===== src/rtl/demux_stream.sv =====
// demux_stream: registered 1-to-N valid/ready stream demultiplexer.
// A single-entry output buffer holds the current beat. It reloads on the
// same edge it drains, so back-to-back beats flow at one beat per cycle
// even when consecutive beats go to different sinks. Each sink has its
// own wrapping counter of delivered beats. A beat whose select is out of
// range is consumed and discarded, and o_err pulses for one cycle.
module demux_stream #(
    parameter int BW_DATA = 8,
    parameter int N_OUT   = 4,
    parameter int BW_SEL  = 2,
    parameter int BW_CNT  = 8
) (
    input  logic                     i_clk,
    input  logic                     i_rstn,
    input  logic                     i_valid,
    output logic                     o_ready,
    input  logic [BW_DATA-1:0]       i_data,
    input  logic [BW_SEL-1:0]        i_sel,
    output logic [N_OUT-1:0]         o_valid,
    input  logic [N_OUT-1:0]         i_ready,
    output logic [BW_DATA-1:0]       o_data,
    output logic [N_OUT*BW_CNT-1:0]  o_cnt,
    output logic                     o_err
);

    logic                 full_q, full_d;
    logic [BW_SEL-1:0]    sel_q, sel_d;
    logic [BW_DATA-1:0]   data_q, data_d;
    logic                 err_q, err_d;
    logic [BW_CNT-1:0]    cnt_q [N_OUT];
    logic [BW_CNT-1:0]    cnt_d [N_OUT];

    logic [N_OUT-1:0]     buf_oh;
    logic                 sel_ready;
    logic                 in_range;
    logic                 accept;
    logic                 drain;

    // Decode the buffered destination and resolve both handshakes.
    always_comb begin
        buf_oh = '0;
        for (int k = 0; k < N_OUT; k++) begin
            buf_oh[k] = (sel_q == BW_SEL'(k));
        end
        // Only the ready of the sink that owns the buffered beat matters.
        sel_ready = |(buf_oh & i_ready);
        in_range  = (32'(i_sel) < 32'(N_OUT));
        drain     = full_q && sel_ready;
        // Readiness never looks at i_valid, so no comb loop through a source.
        o_ready   = !full_q || sel_ready;
        accept    = i_valid && o_ready;
    end

    // Next buffer state: drain empties, an in-range accept (re)loads.
    always_comb begin
        full_d = full_q;
        sel_d  = sel_q;
        data_d = data_q;
        err_d  = 1'b0;
        if (drain) begin
            full_d = 1'b0;
        end
        if (accept) begin
            if (in_range) begin
                full_d = 1'b1;
                sel_d  = i_sel;
                data_d = i_data;
            end else begin
                // Consumed but not stored; an existing beat may still drain.
                err_d = 1'b1;
            end
        end
    end

    // Next per-sink counters: bump the one sink that drains, wrapping.
    always_comb begin
        for (int k = 0; k < N_OUT; k++) begin
            cnt_d[k] = cnt_q[k];
            if (drain && buf_oh[k]) begin
                cnt_d[k] = cnt_q[k] + BW_CNT'(1);
            end
        end
    end

    // State registers; a beat held at reset is discarded.
    always_ff @(posedge i_clk or negedge i_rstn) begin
        if (!i_rstn) begin
            full_q <= 1'b0;
            sel_q  <= '0;
            data_q <= '0;
            err_q  <= 1'b0;
            for (int k = 0; k < N_OUT; k++) begin
                cnt_q[k] <= '0;
            end
        end else begin
            full_q <= full_d;
            sel_q  <= sel_d;
            data_q <= data_d;
            err_q  <= err_d;
            for (int k = 0; k < N_OUT; k++) begin
                cnt_q[k] <= cnt_d[k];
            end
        end
    end

    // Drive outputs straight from registered state.
    always_comb begin
        o_valid = full_q ? buf_oh : '0;
        o_data  = data_q;
        o_err   = err_q;
        o_cnt   = '0;
        for (int k = 0; k < N_OUT; k++) begin
            o_cnt[k*BW_CNT +: BW_CNT] = cnt_q[k];
        end
    end

endmodule


===== config.mk =====
export PLATFORM = sky130hd
export DESIGN_NAME = demux_stream
export DESIGN_NICKNAME = d
export VERILOG_FILES = /design/src/rtl/demux_stream.sv
export SDC_FILE = /design/constraint.sdc
export NUM_CORES = 1
export LEC_CHECK = 0
export CORE_AREA = 4 4 68 70
export DETAILED_ROUTE_END_ITERATION = 16
export DIE_AREA = 0 0 72 74
export PLACE_DENSITY = 0.8
export SLEW_MARGIN = 30
export SYNTH_ARGS = -nofsm -noshare
export SYNTH_HDL_FRONTEND = slang
export SYNTH_SLANG_ARGS = --single-unit

===== constraint.sdc =====
create_clock -name i_clk -period 5.89 [get_ports i_clk]
set_input_delay 1.767 -clock i_clk [delete_from_list [all_inputs] [get_ports i_clk]]
set_output_delay 1.767 -clock i_clk [all_outputs]
set_load 0.02 [all_outputs]

==> summary.txt <==
Detailed routing
  – Final WL: around 3800 microns
  – DRC violations left: 0
  – Initial DRC count: 42
  – First-pass detailed-route iteration total: 5
  – Vias/cell: between 5 and 6
  – Drt wl/cell: 13.9 microns
  – Via count: roughly 1400
  – ANT nets after route: 0

Timing
  – Final slew viol count: 0
  – Final hold vios: 0
  – Fin Clk Skew: slightly below 0.004 ns
  – Final worst setup slack: ~0.4 ns
  – Fin crit period: about 5.5 ns
  – Slew HR: 0.648
  – TNS Setup: 0 ns
  – # setup viols final: 0
  – Worst Max-Slew Pin Slew: 0.528 ns
  – Fmax: 182 MHz
  – RSZ-0062 raised after global routing: false
  – Final Cycle Share: 0.932

Clock tree
  – CTS max path bufs: 2
  – Post-cts sizing count: 0
  – CTS buffer count: 5
  – H-Tree Depth: 2
  – Clock slew at reported path FFs: ~0.07 ns
  – # clock sinks: between 40 and 50
  – # hold bufs at CTS: 0
  – Root Buffer: clkbuf_8
  – Clock latency on the worst-skew pair: roughly 0.29 ns
  – Post-CTS setup buffers: 0
  – CTS tree: yes

Yosys
  – Synth Area in Adders: 0.0260
  – Syn nets: 180
  – Mux cell area share after synthesis: 0.0818
  – Combinational family with the most area after synthesis: simple AND/OR/NAND/NOR gates
  – Xor/xnor share of the synthesized area: 0.127
  – Cells after Synth: between 150 and 200
  – Netlist cell types: 27
  – Post-Syn Area per Cell: around 12 sq um
  – Ys Warns: 0
  – Post-synthesis cell area: between 1500 and 2000 sq um
  – EDFF count, synth: 0
  – Sequential area share after synthesis: 0.558
  – FF+latch count, synth: 43
  – Post-synthesis simple-gate area fraction: 0.170
  – Post-synth top flop: dfrtp_1
  – Synth async-reset ratio: 1.00
  – Post-synthesis compound-gate area fraction: 0.00779

Global route
  – Antenna violations before repair: 0
  – Met2 Track Usage GR: 0.236
  – GR Util met3: 0.0689
  – Overflow after GRT: 0
  – Vias in the first global route: about 1400
  – GR Util met1: 0.214
  – GRT Overall Usage: 0.160
  – Pin count of the biggest net entering global routing: between 40 and 50
  – Grt peak-use layer: met2
  – Global-route wire length before repair: approximately 6500 microns

Power
  – Power per Cell Area: 412 nW/um^2
  – Worst VDD drop: ~250 uV
  – LEAKAGE: 1.14 nW

Run status
  – Status: finished clean

Min path
  – HP Class: reg2reg
  – Hold path cells: 1

Floorplanning
  – Std cell rows: 23
  – Starting Density: 0.486
  – Chip Width: slightly above 70 microns
  – Die ar.: ~5300 sq um
  – Chip Height: 74 microns
  – # IOs: 63
  – Core area: slightly below 4000 sq um

Worst setup path
  – Worst-case reg-to-reg path depth: 4
  – CP max FO: 4
  – CP Capture Type: output port
  – Worst reg2reg setup slack: roughly 3.9 ns
  – Critical Path RT: roughly 4 ns
  – CP arrival: 3.72 ns
  – Crit start category: input pin
  – Critical path type: in2out

Placed design
  – Hpwl dp: roughly 2800 microns
  – Post-place setup slack: roughly 0.42 ns
  – Port Buf Inserts: between 60 and 70
  – RePlAce Congestion: 0.730

Job
  – Max-Cap Viols: 0

Final layout
  – Layout area overhead: 37.0%
  – # fillers: 348
  – Commonest non-fill, non-tap cell in the layout: clkdlybuf4s50_1
  – Diodes inserted: 0
  – Nets@finish: 242
  – Layout cells sized above 1: 0.113
  – Most frequent cells in the layout: clkdlybuf4s50_1 (60), dfrtp_1 (43), nand2_1 (19), xnor2_1 (19), mux2_2 (12)
==> through the flow <==
step / instances / hold slack (ns) / util / cell area (sq um) / total power [mW]
after floorplan: 159 / 0.578 / - / 1930 / 0.709
after global placement: 264 / 0.455 / 0.643 / 2550 / 0.910
after detailed placement: 264 / 0.466 / 0.643 / 2550 / 0.920
after CTS: 272 / 0.476 / 0.664 / 2640 / 1.10
after global routing: 272 / 0.487 / 0.665 / 2640 / 1.17
final: 272 / 0.467 / 0.665 / 2640 / 1.09
==> synth_stat cells, types with 3 or more instances <==
cell | instances | share of area
nor3b_1 | 3 | 0.012
inv_1 | 3 | 0.0058
nand2_1 | 19 | 0.037
mux2_2 | 12 | 0.070
xnor2_1 | 19 | 0.086
ha_1 | 4 | 0.026
nand3_1 | 6 | 0.016
clkbuf_1 | 3 | 0.0058
dfrtp_1 | 43 | 0.56
and3_1 | 5 | 0.016
xor2_1 | 9 | 0.041
nand4_1 | 9 | 0.029
nor2_1 | 8 | 0.016
==> registers in the layout, summed over array words and instances, names as in the netlist <==
name and count:
full_q 1, o_data 8, sel_q 2, o_cnt 32
==> routing by layer <==
| metal | vias to the layer above | share of wire |
|---|---|---|
| li1 | 658 | - |
| met1 | 666 | 0.45 |
| met2 | 44 | 0.46 |
| met3 | 2 | 0.079 |
| met4 | 0 | 0.0050 |
| met5 | - | 0 |
==> report_power, final <==
group          switching [mW]  internal, mW  total, mW  leakage, nW
Sequential             0.0888         0.373      0.462        0.543
Clock                  0.0970        0.0812      0.178       0.0477
Combinational           0.213         0.235      0.449        0.554
Total                   0.399         0.690       1.09         1.14
==> layout make-up <==
type	instances	area, sq um	share of cell area
flip-flops and latches	43	1080	0.407
multi-input cells	107	800	0.303
repair buffers	61	608	0.230
clock buffers	5	68.8	0.0261
well taps	50	62.6	0.0237
clock inverters	3	15.0	0.00568
inverters	3	11.3	0.00426
==> worst max-delay path, stage by stage <==
cell and delay, ns:
clkdlybuf4s50_1 0.48, mux4_2 0.54, or2_1 0.34, clkdlybuf4s50_1 0.59
==> path summary, 6_finish.rpt <==
path	end	from
setup / recovery	o_ready	i_ready[3]
hold / removal	o_cnt[15]	o_cnt[15]
setup reg to reg	o_data[6]	sel_q[0]
hold reg to reg	o_cnt[15]	o_cnt[15]
max in group asynchronous	o_cnt[15]	i_rstn
min in group asynchronous	o_cnt[4]	i_rstn
==> cell families (layout without fill, tap and decap cells) <==
group | after synthesis | in the layout
compound gates | 2 | 2
xor+xnor | 28 | 28
fa+ha+maj | 4 | 4
buf+inv | 9 | 72
flops | 43 | 43
mux | 13 | 13
other cells | 1 | 1
simple gates | 59 | 59
(Power assumes the default switching activity.)
